===== src/rtl/led_pwm_pkg.sv =====
// Shared constants and helpers for the LED PWM fader.
// Fade behaviour is selected by LED_PWM_FADE_EN in the files that import this package.
package led_pwm_pkg;

    localparam int LED_PWM_BITS_DEF = 8;
    localparam int LED_COUNT_DEF    = 10;
    localparam int LED_PRESCALE_DEF = 196;
    localparam int LED_FADE_DIV_DEF = 4;

    function automatic int pwm_max(input int bits);
        return (1 << bits) - 1;
    endfunction

endpackage


===== src/rtl/led_pwm_channel.sv =====
// One LED channel: intensity register, frame-latched compare level and registered PWM output.
// With LED_PWM_FADE_EN defined the intensity ramps down one step per fade_step; otherwise it drops to 0.
module led_pwm_channel
    import led_pwm_pkg::*;
#(
    parameter int PWM_BITS = LED_PWM_BITS_DEF
) (
    input  logic                clk,
    input  logic                reset_n,
    input  logic                led_q,
    input  logic                wrap,
`ifdef LED_PWM_FADE_EN
    input  logic                fade_step,
`endif
    input  logic [PWM_BITS-1:0] pwm_cnt,
    input  logic [PWM_BITS-1:0] brightness,
    output logic                led_out
);

    localparam logic [PWM_BITS-1:0] MAX = PWM_BITS'(pwm_max(PWM_BITS));

    logic [PWM_BITS-1:0] intensity_reg;
    logic [PWM_BITS-1:0] intensity_next;
    logic [PWM_BITS-1:0] cmp_reg;
    logic [PWM_BITS-1:0] cmp_next;

    always_comb begin
        intensity_next = intensity_reg;
        if (led_q) begin
            intensity_next = MAX;
`ifdef LED_PWM_FADE_EN
        end else if (fade_step && (intensity_reg != '0)) begin
            intensity_next = intensity_reg - 1'b1;
`else
        end else begin
            intensity_next = '0;
`endif
        end
    end

    // Capping happens at latch time, so the whole frame uses one consistent level.
    assign cmp_next = (intensity_reg < brightness) ? intensity_reg : brightness;

    always_ff @(posedge clk or negedge reset_n) begin
        if (!reset_n) begin
            intensity_reg <= '0;
            cmp_reg       <= '0;
            led_out       <= 1'b0;
        end else begin
            intensity_reg <= intensity_next;
            if (wrap) begin
                cmp_reg <= cmp_next;
            end
            // Full scale is forced on so the top level has no one-step notch.
            led_out <= (cmp_reg == MAX) ? 1'b1 : (pwm_cnt < cmp_reg);
        end
    end

endmodule


===== src/rtl/led_pwm_fader.sv =====
// LED PWM fader: shared prescaler, PWM frame counter and fade divider feeding NUM_LEDS channels.
// Define LED_PWM_FADE_EN for a linear afterglow; without it an LED turns off at the next frame.
module led_pwm_fader
    import led_pwm_pkg::*;
#(
    parameter int NUM_LEDS = LED_COUNT_DEF,
    parameter int PWM_BITS = LED_PWM_BITS_DEF,
    parameter int PRESCALE = LED_PRESCALE_DEF,
    parameter int FADE_DIV = LED_FADE_DIV_DEF
) (
    input  logic                clk,
    input  logic                reset_n,
    input  logic [NUM_LEDS-1:0] led_in,
    input  logic [PWM_BITS-1:0] brightness,
    output logic [NUM_LEDS-1:0] led_out,
    output logic                frame_start
);

    localparam logic [PWM_BITS-1:0] MAX = PWM_BITS'(pwm_max(PWM_BITS));
    localparam int                  PS_W = (PRESCALE > 1) ? $clog2(PRESCALE) : 1;
    localparam logic [PS_W-1:0]     PS_LAST = PS_W'(PRESCALE - 1);

    if ((PRESCALE < 1) || (FADE_DIV < 1)) begin : g_bad_cfg
        $error("led_pwm_fader: PRESCALE and FADE_DIV must both be at least 1");
    end

    logic [PS_W-1:0]     presc_reg;
    logic [PWM_BITS-1:0] pwm_cnt_reg;
    logic [NUM_LEDS-1:0] led_q_reg;
    logic                tick;
    logic                wrap;

    assign tick = (presc_reg == PS_LAST);
    assign wrap = tick && (pwm_cnt_reg == MAX);

    always_ff @(posedge clk or negedge reset_n) begin
        if (!reset_n) begin
            presc_reg   <= '0;
            pwm_cnt_reg <= '0;
            led_q_reg   <= '0;
            frame_start <= 1'b0;
        end else begin
            led_q_reg   <= led_in;
            frame_start <= wrap;
            presc_reg   <= tick ? '0 : presc_reg + 1'b1;
            if (tick) begin
                pwm_cnt_reg <= pwm_cnt_reg + 1'b1;
            end
        end
    end

`ifdef LED_PWM_FADE_EN
    localparam int              FD_W = (FADE_DIV > 1) ? $clog2(FADE_DIV) : 1;
    localparam logic [FD_W-1:0] FD_LAST = FD_W'(FADE_DIV - 1);

    logic [FD_W-1:0] fade_cnt_reg;
    logic            fade_step;

    assign fade_step = wrap && (fade_cnt_reg == FD_LAST);

    always_ff @(posedge clk or negedge reset_n) begin
        if (!reset_n) begin
            fade_cnt_reg <= '0;
        end else if (wrap) begin
            fade_cnt_reg <= fade_step ? '0 : fade_cnt_reg + 1'b1;
        end
    end
`endif

    for (genvar gi = 0; gi < NUM_LEDS; gi++) begin : g_chan
        led_pwm_channel #(
            .PWM_BITS (PWM_BITS)
        ) u_chan (
            .clk        (clk),
            .reset_n    (reset_n),
            .led_q      (led_q_reg[gi]),
            .wrap       (wrap),
`ifdef LED_PWM_FADE_EN
            .fade_step  (fade_step),
`endif
            .pwm_cnt    (pwm_cnt_reg),
            .brightness (brightness),
            .led_out    (led_out[gi])
        );
    end

endmodule


===== config.mk =====
export PLATFORM = sky130hd
export DESIGN_NAME = led_pwm_fader
export DESIGN_NICKNAME = d
export VERILOG_FILES = /design/src/rtl/led_pwm_pkg.sv /design/src/rtl/led_pwm_channel.sv /design/src/rtl/led_pwm_fader.sv
export SDC_FILE = /design/constraint.sdc
export NUM_CORES = 1
export LEC_CHECK = 0
export ABC_AREA = 1
export BUFFER_PORTS_ARGS = -buffer_cell sky130_fd_sc_hd__buf_2
export CORE_ASPECT_RATIO = 2
export CORE_MARGIN = 4
export CORE_UTILIZATION = 40
export DETAILED_ROUTE_END_ITERATION = 7
export SYNTH_ARGS = -nofsm -noshare
export SYNTH_HDL_FRONTEND = slang
export SYNTH_HIERARCHICAL = 1
export SYNTH_SLANG_ARGS = --single-unit

===== constraint.sdc =====
create_clock -name clk -period 3.3 [get_ports clk]
set_input_delay 0.99 -clock clk [delete_from_list [all_inputs] [get_ports clk]]
set_output_delay 0.99 -clock clk [all_outputs]
set_load 0.02 [all_outputs]

# --- Yosys cells after proc, flatten, opt, wreduce, memory -nomap -nowiden ---
# Index checks and enable logic that the tools add are counted.
# W data, S select, Z words.
word_totals:
  input_bits: 20
  elab_cells: 100
  ff_bits: 197
op_classes:
  reduce_logical: 1
  mux: 31
  eq_ne: 12
  order_cmp: 20
  addsub: 2
ops:
  columns: ["operator", "count"]
  rows:
  - ["$mux W8", 21]
  - ["$lt A8 B8 Y1", 20]
  - ["$eq A8 B8 Y1 const B", 12]
  - ["$add A8 B1 Y8 const B", 2]
  - ["$mux W1", 10]
  - ["$logic_and A1 B1 Y1", 1]

# --- Depth between registers and ports, before layout ---
logic_depth:
  depth_word: 2
  ltp_mapped: 12
  depth_no_buf: 12

# --- By module ---
# The synthesis kept the hierarchy.
by_module_without_submodules:
  columns: ["mod", "area_each_um2", "instances", "cells_per_inst"]
  rows:
  - ["led_pwm_channel", 809.5, 10, 117]
  - ["led_pwm_fader", 1098.6, 1, 114]

# --- Worst setup path before layout ---
# No wires, ideal clock.
synth_path:
  path_type: "input to register"
  startpoint: "input port brightness[5]"
  endpoint: "register g_chan[0].u_chan.cmp_reg[0]"
  arrival_time_ns: 1.961
  cell_stages: 10
  n_path_buf: 0
  slack_ns: 1.223
  path_cell_list: "inv_1 -> ha_1 -> a21oi_2 -> nor2_1 -> nor3_2 -> nand2_1 -> nand2_1 -> nand2_1 -> nand2_1 -> nand2_1"
synth_via:
  elab_chain_cells: 2
synth_rtl:
  columns: ["item", "line_no", "text"]
  rows:
  - ["from (decl)", "led_pwm_fader.sv:14", "input logic [PWM_BITS-1:0] brightness,"]
  - ["$lt A8 B8 Y1", "led_pwm_channel.sv:42", "assign cmp_next = (intensity_reg < brightness) ? intensity_reg : brightness;"]
  - ["$mux W8", "led_pwm_channel.sv:42", null]
  - ["to (signal assigned)", "led_pwm_channel.sv:52", "cmp_reg <= cmp_next;"]
  - ["to (decl)", "led_pwm_channel.sv:24", "logic [PWM_BITS-1:0] cmp_reg;"]
# Every way passes these cells.
# A chain may end at the register's enable or synchronous reset.

# --- Worst setup path after layout ---
layout_path:
  startpoint: "input port brightness[3]"
  endpoint: "register g_chan[5].u_chan.cmp_reg[0]"
layout_via:
  elab_chain_cells: 2
layout_rtl:
  columns: ["item", "line_no"]
  rows:
  - ["$lt A8 B8 Y1", "led_pwm_channel.sv:42"]
  - ["$mux W8", "led_pwm_channel.sv:42"]
  - ["to (signal assigned)", "led_pwm_channel.sv:52"]
  - ["to (decl)", "led_pwm_channel.sv:24"]
# Every way passes these cells.

==> flow_summary_export.csv <==
group,metric,value,unit
status,status,"complete, no violations",
cells_and_area,seqCellArea,0.00318,sq mm
yosys,synthSimpleGateAreaFrac,0.296,
clock_network,clkSlewWorstSetupHoldPaths,0.05,ns
yosys,synth_top_area_share,0.346,
clock_network,clock_latency,0.43,ns
clock_network,numCtsBuffers,17,
clock_network,clock-sinks,127,
global_routing,grt_max_degree,77,
yosys,synth_most_common_cell,"nand2_1",
timing,finClkSkew,0.00538,ns
cells_and_area,fin_nets,1501,
yosys,synth_xor_area_frac,0.00476,
yosys,ys_seq_area_frac,0.346,
yosys,yosysTopAreaCell,"dfrtp_1",
route,dr.pass1.iters,4,
route,drt_iter0_markers,339,
route,route.detailed.drc,0,
floorplanning,die_width,115,um
pwr,power_density,371,mW/mm^2
worst_setup_path,crit_path_max_fanout,18,
yosys,synthAdderAreaFrac,0.193,
route,vias,7845,
pwr,leakage,6.63,nW
cells_and_area,utilization,0.456,
timing,period_minus_slack,2.35,ns
global_routing,grt_pass1_vias,7638,
clock_network,cts_hold_buf,0,
route,avgViaCountPerCell,4.81,
clock_network,clock_tree.root_cell,"clkbuf_16",
pwr,p_total,3.83,mW
placement,dp_hpwl,15.4,mm
timing,whs,0.344,ns
timing,slew_viol_final,0,
global_routing,grt_pass1_wl,36.9,mm
yosys,synth_fp_nets,1446,
timing,layout_setup_ws,0.952,ns
clock_network,cts_tree,"done",
worst_setup_path,crit_chain,"buf_2 > inv_1 > ha_1 > a21oi_1 > nand2_1 > nand2_1 > nand2_1 > nand2_1 > nand2_1 > nand2_1 > nand2_1",
cells_and_area,multiInputGateArea,0.00507,sq mm
timing,hold_viol_final,0,
worst_setup_path,endpoint_kind,"flip-flop",
timing,slew-limit-headroom,0.400,
clock_network,ctsResizeCount,0,
clock_network,postCtsSetupRepairBufs,0,
yosys,synthMuxAreaShare,0,
floorplanning,dieArea,0.0256,sq mm
global_routing,antenna_found_initial,0,
cells_and_area,instances_no_fill,1630,
global_routing,grt-ovfl-total,0,
yosys,yosys_warnings,6,
floorplanning,row_count,78,
placement,placedInstanceArea,0.00977,sq mm
hold_path,hold_path.class,"flip-flop to flip-flop",
worst_setup_path,crit_path_frequent_cell,"nand2_1",
cells_and_area,fin_area,0.0103,sq mm
floorplanning,num_io_pins,31,
timing,tightest_slew,0.900,ns
yosys,synthArstFlopShare,1.00,
floorplanning,initial_utilization,0.406,
cells_and_area,largest_register_ff_count,80,
floorplanning,core,0.0226,sq mm
timing,finalSetupTns,0,ns
yosys,synth_top_family_by_area,"simple AND/OR/NAND/NOR gates",
timing,clock.fmax,426,MHz
global_routing,track_usage,0.183,
cells_and_area,syn_to_final_growth,12.4,%
cells_and_area,drive_above_1_share,0.0748,
placement,io_buffers,30,
run,max_cap_violations,0,
placement,place_ws,0.514,ns
yosys,synth-compound-area-share,0.0570,
placement,place.gp.congestion,0.796,
timing,fin_crit_sh,0.711,
route,wl,22.0,mm
worst_setup_path,cpLargestDelayFamily,"simple AND/OR/NAND/NOR gates",
yosys,synthTopCellsByCount,"567 x nand2_1, 229 x inv_1, 142 x ha_1",
clock_network,h-tree-depth,4,
pwr,peakVddDrop,0.341,mV
worst_setup_path,startpoint_type,"input pin",
yosys,synth_area_per_cell,7.16,sq um
yosys,ys.flop_type,"dfrtp_1",
clock_network,cts_buffer_depth,2,
worst_setup_path,crit_slowest_cell,"buf_2",
floorplanning,chipHeight,222,um
worst_setup_path,worstSetupPathType,"input pin to flip-flop",
yosys,ys_seq_elements,127,
yosys,yosys.cell_types.count,23,
yosys,synth-edff-count,0,
worst_setup_path,cpPeakStageDelay,0.43,ns
placement,dp_cells,1600,
worst_setup_path,crit_buf_inv,2,
yosys,synth_area_leaders,"dfrtp_1 35%, nand2_1 23%, ha_1 19%",
timing,setup_viol,0,
worst_setup_path,worst_ep_arrival_time,2.66,ns
route,wl_per_cell,13.5,um
route,ant_nets,0,
worst_setup_path,worstPathRequired,3.61,ns
cells_and_area,num-fill-cells,2383,
cells_and_area,diodes,0,
timing,rsz0062_at_grt,"false",
yosys,syn_inst,1284,
yosys,syn_area,0.00919,sq mm
path summary, 6_finish.rpt:
check                      cells after the start      startpoint  slack, ns                           endpoint
max in group asynchronous                      2         reset_n       2.02           g_chan[3].u_chan/led_out
hold / removal                                 0    led_q_reg[9]       0.34  g_chan[9].u_chan/intensity_reg[6]
min in group asynchronous                      1         reset_n       0.55                       led_q_reg[9]
setup / recovery                              11   brightness[3]       0.95        g_chan[5].u_chan/cmp_reg[0]
setup reg to reg                              10  pwm_cnt_reg[0]       1.02        g_chan[1].u_chan/cmp_reg[3]
hold reg to reg                                0    led_q_reg[9]       0.34  g_chan[9].u_chan/intensity_reg[6]
cells by family after synthesis:
logic type               after synthesis
AND/OR/NAND/NOR                      676
buffers and inverters                240
XOR/XNOR                               5
adder cells (fa/ha/maj)              142
AO/OA/AOI/OAI                         94
flip-flops                           127
cell type report:
cell class              instances  area share
multi-input cells             917       0.491
clock buffers                  24      0.0486
flip-flops and latches        127       0.308
well taps                     280      0.0339
inverters                     229      0.0832
repair buffers                 47      0.0299
clock inverters                 6     0.00557
layer usage:
metal | track usage | vias to the layer above | part of all wire
li1 | - | 4104 | -
met5 | 0 | - | 0
met4 | 0.0834 | 0 | 0.037
met1 | 0.208 | 3589 | 0.42
met3 | 0.0303 | 52 | 0.025
met2 | 0.326 | 100 | 0.52
report_power, final:
group	internal (mW)	total, mW	switching, mW	leakage [nW]
combinational	0.159	0.462	0.303	5.11
clock	1.12	1.78	0.662	0.278
sequential	1.57	1.59	0.0190	1.24
total	2.85	3.83	0.984	6.63
cell usage in the layout, fill, tap and decap left out, drive strengths merged:
| cell | instances |
|---|---|
| ha | 142 |
| buf | 47 |
| xnor2 | 2 |
| o22ai | 10 |
| clkinv | 4 |
| inv | 229 |
| nand3b | 1 |
| nand3 | 37 |
| o21ai | 22 |
| clkbuf | 24 |
| xor2 | 3 |
| nor3 | 14 |
| nand4 | 20 |
| nand2 | 568 |
| bufinv | 1 |
| a21oi | 62 |
| clkinvlp | 1 |
| nor2 | 36 |
| dfrtp | 127 |
Note: power is estimated with default switching activity, not from simulation.
